**config.mk**
```make
export PLATFORM = sky130hd
export DESIGN_NAME = regfile_wb_arbiter
export DESIGN_NICKNAME = d
export VERILOG_FILES = /design/src/rtl/regfile_wb_arbiter.sv
export SDC_FILE = /design/constraint.sdc
export NUM_CORES = 1
export LEC_CHECK = 0
export BUFFER_PORTS_ARGS = -buffer_cell sky130_fd_sc_hd__clkbuf_2
export CAP_MARGIN = 20
export CORE_MARGIN = 2
export CORE_UTILIZATION = 60
export CTS_CLUSTER_DIAMETER = 80
export DETAILED_ROUTE_END_ITERATION = 16
export MAX_ROUTING_LAYER = met4
export PLACE_DENSITY = 0.86
export SYNTH_ARGS = -nofsm -noshare
export SYNTH_HDL_FRONTEND = slang
export SYNTH_SLANG_ARGS = --single-unit
```
**constraint.sdc**
```tcl
create_clock -name clk -period 9.85 [get_ports clk]
set_clock_uncertainty 0.2 [all_clocks]
set_input_delay 1.4775 -clock clk [delete_from_list [all_inputs] [get_ports clk]]
set_output_delay 1.4775 -clock clk [all_outputs]
set_load 0.02 [all_outputs]
```
**src/rtl/regfile_wb_arbiter.sv**
```systemverilog
// Write-back arbiter and per-register pending-write scoreboard for the single
// register-file write port. Round-robin grant among producers, registered
// write stage, 2-bit saturating-with-error pending counts for hazard stalls.
module regfile_wb_arbiter #(
    parameter int unsigned NREQ = 3
) (
    input  logic                 clk,
    input  logic                 rst,
    input  logic [NREQ-1:0]      req_valid,
    input  logic [5*NREQ-1:0]    req_addr,
    input  logic [32*NREQ-1:0]   req_data,
    input  logic [NREQ-1:0]      req_ovf,
    output logic [NREQ-1:0]      req_ready,
    input  logic                 rsv_valid,
    input  logic [4:0]           rsv_addr,
    input  logic [4:0]           q_addr1,
    input  logic [4:0]           q_addr2,
    output logic                 q_busy1,
    output logic                 q_busy2,
    output logic                 rf_we,
    output logic [4:0]           rf_waddr,
    output logic [31:0]          rf_wdata,
    output logic                 rf_commit,
    output logic                 sb_err
);

    localparam int unsigned AW   = 5;
    localparam int unsigned DW   = 32;
    localparam int unsigned PW   = 2;
    localparam int unsigned CW   = 2;
    localparam int unsigned NREG = 32;

    logic [PW-1:0]  rr_ptr_q, rr_ptr_d;
    logic           rf_we_q, rf_we_d;
    logic [AW-1:0]  rf_waddr_q, rf_waddr_d;
    logic [DW-1:0]  rf_wdata_q, rf_wdata_d;
    logic           rf_commit_q, rf_commit_d;
    logic           sb_err_q, sb_err_d;
    logic [CW-1:0]  cnt_q [NREG];
    logic [CW-1:0]  cnt_d [NREG];

    logic [NREQ-1:0] gnt_c;
    logic            found_c;
    logic [PW-1:0]   win_c;
    logic [PW:0]     sum_c;
    logic [AW-1:0]   g_addr_c;
    logic [DW-1:0]   g_data_c;
    logic            g_ovf_c;
    logic            err_c;
    logic            inc_c;
    logic            dec_c;

    // Round-robin search: first valid requester at or after rr_ptr, wrapping at NREQ
    always_comb begin
        found_c = 1'b0;
        win_c   = '0;
        sum_c   = '0;
        gnt_c   = '0;
        for (int unsigned k = 0; k < NREQ; k++) begin
            sum_c = {1'b0, rr_ptr_q} + (PW+1)'(k);
            if (sum_c >= (PW+1)'(NREQ)) begin
                sum_c = sum_c - (PW+1)'(NREQ);
            end
            for (int unsigned i = 0; i < NREQ; i++) begin
                if (!found_c && req_valid[i] && (sum_c[PW-1:0] == PW'(i))) begin
                    found_c = 1'b1;
                    win_c   = PW'(i);
                end
            end
        end
        for (int unsigned i = 0; i < NREQ; i++) begin
            gnt_c[i] = found_c && (win_c == PW'(i));
        end
    end

    // Select the winning requester's payload
    always_comb begin
        g_addr_c = '0;
        g_data_c = '0;
        g_ovf_c  = 1'b0;
        for (int unsigned i = 0; i < NREQ; i++) begin
            if (gnt_c[i]) begin
                g_addr_c = req_addr[AW*i +: AW];
                g_data_c = req_data[DW*i +: DW];
                g_ovf_c  = req_ovf[i];
            end
        end
    end

    // Grant outputs, forced low during reset
    assign req_ready = rst ? gnt_c : '0;

    // Next state for pointer and write stage
    always_comb begin
        rr_ptr_d    = rr_ptr_q;
        rf_we_d     = 1'b0;
        rf_waddr_d  = rf_waddr_q;
        rf_wdata_d  = rf_wdata_q;
        rf_commit_d = 1'b0;
        if (found_c) begin
            rf_we_d     = (g_addr_c != '0);
            rf_waddr_d  = g_addr_c;
            rf_wdata_d  = g_data_c;
            rf_commit_d = ~g_ovf_c;
            rr_ptr_d    = (win_c == PW'(NREQ-1)) ? '0 : win_c + PW'(1);
        end
    end

    // Scoreboard next state: reserve increments, grant decrements, same-cycle pair cancels
    always_comb begin
        err_c    = 1'b0;
        inc_c    = 1'b0;
        dec_c    = 1'b0;
        cnt_d[0] = '0;
        for (int unsigned r = 1; r < NREG; r++) begin
            cnt_d[r] = cnt_q[r];
            inc_c    = rsv_valid && (rsv_addr == AW'(r));
            dec_c    = found_c && (g_addr_c == AW'(r));
            if (inc_c && !dec_c) begin
                if (cnt_q[r] == CW'(3)) begin
                    err_c = 1'b1;
                end else begin
                    cnt_d[r] = cnt_q[r] + CW'(1);
                end
            end else if (dec_c && !inc_c) begin
                if (cnt_q[r] == '0) begin
                    err_c = 1'b1;
                end else begin
                    cnt_d[r] = cnt_q[r] - CW'(1);
                end
            end
        end
        sb_err_d = sb_err_q | err_c;
    end

    // State registers
    always_ff @(posedge clk or negedge rst) begin
        if (!rst) begin
            rr_ptr_q    <= '0;
            rf_we_q     <= 1'b0;
            rf_waddr_q  <= '0;
            rf_wdata_q  <= '0;
            rf_commit_q <= 1'b0;
            sb_err_q    <= 1'b0;
            for (int unsigned r = 0; r < NREG; r++) begin
                cnt_q[r] <= '0;
            end
        end else begin
            rr_ptr_q    <= rr_ptr_d;
            rf_we_q     <= rf_we_d;
            rf_waddr_q  <= rf_waddr_d;
            rf_wdata_q  <= rf_wdata_d;
            rf_commit_q <= rf_commit_d;
            sb_err_q    <= sb_err_d;
            for (int unsigned r = 0; r < NREG; r++) begin
                cnt_q[r] <= cnt_d[r];
            end
        end
    end

    assign rf_we     = rf_we_q;
    assign rf_waddr  = rf_waddr_q;
    assign rf_wdata  = rf_wdata_q;
    assign rf_commit = rf_commit_q;
    assign sb_err    = sb_err_q;
    assign q_busy1   = (cnt_q[q_addr1] != '0);
    assign q_busy2   = (cnt_q[q_addr2] != '0);

endmodule

```
* Yosys cells after proc, flatten, opt, wreduce, memory -nomap -nowiden *
Cells that the tools add are included.
W data, S select, Z words.

word-level totals
  logic and storage cells = 878
  ROM bits = 0
  memories = 0
  register bits = 104
  memory bits (writable) = 0
  output and inout port bits = 45
  bits in latches = 0

operators by class
  $add $sub $neg = 68
  equality and inequality tests = 163
  mux-type cells = 287
  divide/modulo/power cells = 0
  magnitude comparators = 5
  multiply operators = 0
  bitwise logic cells = 4
  shift-type cells = 0
  reduce and logical (&&, ||, !) cells = 314

operators by type and width
  cell                   number
  $mux W2                139
  $eq A5 B5 Y1 const B   32
  $logic_and A1 B1 Y1    144
  $mux W1                139
  $ne A2 B2 Y1 const B   62
  $mux W32               3
  $reduce_and A3 Y1      31
  $eq A5 B4 Y1 const B   16
  $eq A2 B2 Y1 const B   35
  $logic_not A1 Y1       70
  $logic_not A2 Y1       35
  $reduce_bool A2 Y1     33
  $add A2 B1 Y2 const B  32
  $sub A2 B1 Y2 const B  31
  $eq A5 B3 Y1 const B   8
  $bmux W2 S5            2
  $eq A5 B2 Y1 const B   4
  $mux W5                3
  $ge A6 B6 Y1 const B   2
  $not A5 Y6             2
  $eq A5 B1 Y1 const B   2
  $eq A2 B1 Y1 const B   4
  $ge A3 B2 Y1 const B   2
  $sub A2 B2 Y2 const B  3
  other kinds (7)        7

* Longest topological paths before layout *
Gate-level depths: netlist of the first run.

  word-level depth = 138
  depth in mapped cells = 18

* Worst setup path after synthesis of the first run *
OpenSTA, ideal clock, no wires.

  kind = input to output
  start point = in q_addr1[1]
  end point = out q_busy1
  stages on the path = 6
  buffers on the path = 2
  data arrival time = 2.988 ns
  setup slack = 5.184 ns
  path through = clkbuf_1 > clkbuf_1 > nor3_1 > a211oi_1 > nor4_1 > a311oi_1

between the ends
  word-level cells in the longest chain between the ends = 5

ends and longest elaborated chain
  item                                        line  text
  from (decl)                                 16    input logic [4:0] q_addr1,
  $not A5 Y6 (not written as such)            166   assign q_busy1 = (cnt_q[q_addr1] != '0);
  $bmux W2 S5                                 166
  $mux W2 (not written as such) (2 in a row)  166
  $reduce_bool A2 Y1                          166
  to (decl)                                   18    output logic q_busy1,

No other way between the ends. The select of a mux whose other input is x is not followed.

* Worst setup path in the final report of the first run *
  start point = in req_valid[0]
  end point = reg sb_err_q (netlist: sb_err)

between the ends
  word-level cells in the longest chain between the ends = 135

ends and longest elaborated chain
  item                              line  text
  from (decl)                       9     input logic [NREQ-1:0] req_valid,
  $logic_and A1 B1 Y1               65    if (!found_c && req_valid[i] && (sum_c[PW-1:0] == PW'(i))) begin
  $mux W1                           65
  $logic_not A1 Y1                  65
  $logic_and A1 B1 Y1 (2 in a row)  65
  $mux W1                           65
  $logic_not A1 Y1                  65
  $logic_and A1 B1 Y1 (2 in a row)  65
  $mux W1                           65
  (+118 left out)                   -
  $mux W1                           126   if (cnt_q[r] == '0) begin
  $mux W1                           125   end else if (dec_c && !inc_c) begin
  $mux W1                           119   if (inc_c && !dec_c) begin
  $mux W1                           126
  $mux W1                           125
  $mux W1 (*)                       119
  $or A1 B1 Y1 (*)                  133   sb_err_d = sb_err_q | err_c;
  via sb_err_d                      38    logic sb_err_q, sb_err_d;
  to (signal assigned)              154   sb_err_q <= sb_err_d;
  to (decl)                         38

The timed path passes the listed nets; every way through them passes the cells marked *.
A chain may end at the register's enable or synchronous reset.

==> impl_metrics.toml, run 1 <==
[clocking]
post_cts_resized = 0
cts_buffers = 9
cts-hold-fix-buffers = 0
cts_root_buf = "clkbuf_16"
cts_tree = "yes"
clock_latency_ps = 360
htreeDepth = 3
postCtsSetupBuffers = 0
cts_sinks = 104
clk_path_buf_depth = 2
path_clk_slew_ps = 70

[cells_and_area]
final_nets = 1287
drive_gt1_share_pct = 20.4
fillers = 1032
regArea_sq_um = 2600
syn_to_final_growth_pct = 16.4
final_cells = 1265
finish.utilization_pct = 71.9
stdcell_area_sq_um = 9150
multiInputGateArea_sq_um = 4920
diodes = 0

[setup_path]
critPathMaxStageDelay_ps = 580
regToRegSetupSlack_ps = 5170
cp-start-kind = "primary input"
crit_top_cell = "nand4_1"
crit_chain = "clkbuf_2 -> a22oi_1 -> o211a_1 -> buf_4 -> nand2b_1 -> o21a_1 -> or4_1 -> ha_1 -> a31oi_1 -> nand4_1 -> nor4_1 -> nand4_1"
cp_max_fo = 37
path_class = "in2reg"
crit_slowest_cell = "or4_1"
cp.arrival_ps = 5100
end_kind = "flip-flop"
required_ps = 9870

[route]
wl_per_cell_microns = 19.5
dr_total_vias = 8225
drtIter0Drc = 1041
drc = 0
vias_per_cell = 6.50
wl_microns = 24700
drtAntennaViolNets = 0
dr.pass1.iters = 9

[floorplanning]
fp.dieH_microns = 118
io_pins = 180
die_w_microns = 118
core-area_sq_um = 12700
dieArea_sq_um = 14000
rows = 41
start_util_pct = 61.8

[yosys]
yosys_warnings = 0
ys_ff_latch = 104
syn_nets = 1139
avgSynthCellArea_sq_um = 8.36
synthArstFlopShare_pct = 100
synth_edf_count = 0
synth_area_leader_cell = "dfrtp_1"
yosysSeqAreaShare_pct = 33.1
syn_inst = 940
yosysUniqueCellTypes = 61
netlist_area_sq_um = 7860
synthFlopType = "dfrtp_1"
netlist_top_cells_area = "dfrtp_1, ha_1, nand2_1, o21ai_0, a222oi_1"
synth_most_common_cell = "nand2_1"
synth_common_cells = "nand2_1, dfrtp_1, o21ai_0, ha_1, nand3_1"
synth_top_area_share_pct = 33.1

[sta]
relSlewSlack_pct = 20.6
rsz0062_at_grt = "false"
max_freq_ghz = 0.197
whs_ps = 289
finalWorstSetupSlack_ps = 4780
tns_ps = 0
setup_viol = 0
fin_crit_ps = 5070
finalCritPeriodShare_pct = 51.5
tightest_slew_ps = 1190
hold_viol = 0
report.final.slew_viol_count = 0

[status]
status = "finished, final reports clean"

[global_routing]
antenna_found_initial = 0
grt_max_degree = 57
grt_pass1_wl_microns = 39800
grt_overflow_total = 0
grt_pass1_vias = 7905
grtUsageTotal_pct = 36.6

[run]
drv_cap = 0

[power]
power.total_mw = 2.18
peakVddDrop_uv = 232
power_density_nw_per_um2 = 238
p_leak_nw = 4.51

[place]
post_dp_cell_area_sq_um = 8860
place_ws_ps = 4550
io_buffer_count = 179
place_hpwl_microns = 18800
dp.cells = 1249
gp_congestion = 1.08

[hold_path]
hold_class = "reg2reg"
-- report_power, final --
part | switching (mW) | leakage, nW | total, mW | internal, mW
Combinational | 0.807 | 3.02 | 1.20 | 0.398
Sequential | 0.0860 | 1.35 | 0.623 | 0.537
Clock | 0.169 | 0.138 | 0.350 | 0.181
Total | 1.06 | 4.51 | 2.18 | 1.11
-- logic make-up after synthesis --
group                      synth area share [%]
adders and majority gates                  10.4
AOI/OAI and AO/OA                          20.3
buffers and inverters                      4.68
DFF                                        33.1
and+or+nand+nor                            26.6
muxes                                      4.86
-- worst max-delay path, delay by kind of cell --
kind,cells,cell delay (ps)
AND/OR/NAND/NOR,5,1350
buffers and inverters,2,630
AO/OA/AOI/OAI,4,1370
adder cells (fa/ha/maj),1,260
-- final timing paths --
path | start | endpoint | cells past startpoint
setup / recovery | req_valid[0] | sb_err | 12
hold / removal | rf_waddr[2] | rf_waddr[2] | 2
setup reg to reg | rr_ptr_q[0] | sb_err | 13
hold reg to reg | rf_waddr[2] | rf_waddr[2] | 2
max in group asynchronous | rst | cnt_q[8] | 2
min in group asynchronous | rst | rf_wdata[31] | 1
-- area by class of cell --
class	count	share of cell area [%]
Clock inverter	5	0.451
Sequential cell	104	28.5
Clock buffer	11	2.65
Timing Repair Buffer	188	10.6
Inverter	41	1.68
Multi-Input combinational cell	744	53.8
Tap cell	172	2.35
-- flip-flops by register name (all words and copies together) (netlist names) --
name       count
rr_ptr_q       2
rf_we          1
rf_waddr       5
sb_err         1
rf_commit      1
rf_wdata      32
cnt_q         62
-- placed cells by master (no fill, tap or decap), types with 12 or more instances in the layout --
cell	n
a21oi_1	32
a222oi_1	32
a31oi_1	12
clkbuf_2	178
dfrtp_1	104
ha_1	64
inv_1	41
mux2i_1	19
nand2_1	158
nand3_1	58
nor2_1	45
nor2b_1	31
nor3_1	57
nor4b_1	30
o21ai_0	69
o21bai_1	15
o31ai_1	14
-- routing by layer --
layer / up-vias / global-route usage, % / part of all wire (%)
li1: 3762 / - / -
met1: 3882 / 45.3 / 39
met2: 481 / 58.6 / 47
met3: 100 / 5.79 / 8.3
met4: 0 / 18.4 / 5.4
met5: - / - / 0
Note: power is estimated with default switching activity, not from simulation.
==> run 2: changes to the inputs <==
- ABC_AREA: not set -> 1
- CORE_UTILIZATION: 60 -> 55
- PLACE_DENSITY: 0.86 -> 0.8
- clock period: 9.85 -> 5.2 ns (I/O delays scaled with it)
==> impl_metrics.toml, run 2 <==
[status]
status = "finished, final reports clean"

[cells_and_area]
largest_register = "cnt_q"
syn_to_final_growth_pct = 17.0
final_common_cell = "nand2_1"
drive_gt1_share_pct = 18.1
final_nets = 1478
stdcell_area_sq_um = 9140
largest_reg_flops = 62
diodes = 0
final_cell_mix = "nand2_1, nor2_1, clkbuf_2, inv_1, dfrtp_1"
finish.utilization_pct = 65.8
fillers = 1285
final_cells = 1464

[setup_path]
cp-startpoint = "rr_ptr_q[0]"
cp.arrival_ps = 4040
cp_top_family = "simple AND/OR/NAND/NOR gates"
critPathMaxStageDelay_ps = 380
crit_slowest_cell = "buf_4"
required_ps = 5250
r2r_start = "rr_ptr_q[0]"
cp-start-kind = "flip-flop"
cp_max_fo = 40
crit_top_cell = "nand2_1"
crit_chain = "inv_1 -> ha_1 -> nand2_1 -> nand2_1 -> nor2_1 -> nand4_1 -> o21ai_2 -> buf_4 -> nand2_1 -> nand3_1 -> nand2_1 -> nor2_1 -> nand2_1 -> ha_1 -> nand3_1 -> nand4_1 -> nor4_1 -> nand2_1 -> nor2_1 -> nand4_1"
path_class = "reg2reg"
crit_buf_inv = 2
end_kind = "flip-flop"

[place]
post_dp_cell_area_sq_um = 8850
place_ws_ps = 1140
place_hpwl_microns = 20800
dp.cells = 1448
io_buffer_count = 179
gp_congestion = 1.09

[sta]
report.final.slew_viol_count = 0
relSlewSlack_pct = 38.8
finalCritPeriodShare_pct = 76.7
hold_viol = 0
setup_viol = 0
tightest_slew_ps = 917
rsz0062_at_grt = "false"
max_freq_ghz = 0.251
fin_crit_ps = 3990
finalWorstSetupSlack_ps = 1210
whs_ps = 203
tns_ps = 0

[yosys]
yosysSeqAreaShare_pct = 33.3
syn_inst = 1109
synthFlopType = "dfrtp_1"
netlist_top_cells_area = "dfrtp_1, nand2_1, ha_1, nor2_1, inv_1"
yosysUniqueCellTypes = 41
ys_ff_latch = 104
yosys_warnings = 0
netlist_area_sq_um = 7810
synth_common_cells = "nand2_1, nor2_1, inv_1, dfrtp_1, nand3_1"
synthArstFlopShare_pct = 100
syn_nets = 1308
avgSynthCellArea_sq_um = 7.04
synth_edf_count = 0
synth_most_common_cell = "nand2_1"
synth_area_leader_cell = "dfrtp_1"
synth_top_area_share_pct = 33.3

[route]
wl_per_cell_microns = 17.5
drtIter0Drc = 709
m1WireLength_microns = 10100
wl_microns = 25700
met3WireLength_microns = 1900
top_layer = "met4"
drtAntennaViolNets = 0
drc = 0
dr.pass1.iters = 6
vias_per_cell = 5.71
dr_wl_met2_microns = 12500
dr_total_vias = 8363

[floorplanning]
start_util_pct = 56.2
io_pins = 180
die_w_microns = 123
fp.dieH_microns = 123
rows = 43
core-area_sq_um = 13900
dieArea_sq_um = 15200

[clocking]
post_cts_resized = 0
clock_latency_ps = 370
cts_sinks = 104
cts_buffers = 9
cts_root_buf = "clkbuf_16"
cts_tree = "yes"
path_clk_slew_ps = 80
postCtsSetupBuffers = 0
clk_path_buf_depth = 2
cts-hold-fix-buffers = 0
htreeDepth = 3

[global_routing]
grt_overflow_total = 0
grt_pass1_vias = 7742
grt_pass1_wl_microns = 39900
grtUsageTotal_pct = 35.8
antenna_found_initial = 0
grt_max_degree = 65

[power]
power.total_mw = 5.56
peakVddDrop_uv = 372
power_density_nw_per_um2 = 609
p_leak_nw = 4.43

[hold_path]
hold_class = "in2async"

[run]
drv_cap = 0
==> run 2: where the power goes <==
| part | leakage (nW) | switching (mW) | internal, mW | total (mW) |
|---|---|---|---|---|
| clock | 0.146 | 0.355 | 0.338 | 0.693 |
| sequential | 1.28 | 0.304 | 1.19 | 1.50 |
| combinational | 3.00 | 2.37 | 1.01 | 3.38 |
| total | 4.43 | 3.03 | 2.54 | 5.56 |
==> run 2: area by class of cell <==
class                   instances  area [sq um]  share of cell area (%)
multi-input cells             813          4460                    48.8
flip-flops and latches        104          2600                    28.5
repair buffers                183           928                    10.2
inverters                     168           631                    6.90
clock buffers                   9           225                    2.47
well taps                     180           225                    2.47
clock inverters                 7          61.3                   0.671
==> run 2: cell families (layout without fill, tap and decap cells) <==
logic type	count (synthesis)	in the layout	synth area share, %
adders and majority gates	64	64	10.3
xor gates and xnor gates	24	24	2.69
muxes	1	1	0.128
buffers and inverters	192	367	9.52
AOI/OAI and AO/OA	155	155	13.0
and+or+nand+nor	569	569	31.1
DFF	104	104	33.3
==> run 2: final timing paths <==
kind	end	slack, ps	depth (start not counted)
setup / recovery	sb_err	1210	20
hold / removal	cnt_q[13]	200	1
setup reg to reg	sb_err	1210	20
hold reg to reg	rf_waddr[2]	290	2
max in group asynchronous	cnt_q[16]	3390	2
min in group clk	rf_waddr[2]	290	2
==> run 2: per-layer routing <==
layer	global-route usage, %	vias to the layer above
met3	5.35	75
met1	42.6	3878
li1	-	3981
met2	59.9	429
met5	-	-
met4	16.6	0
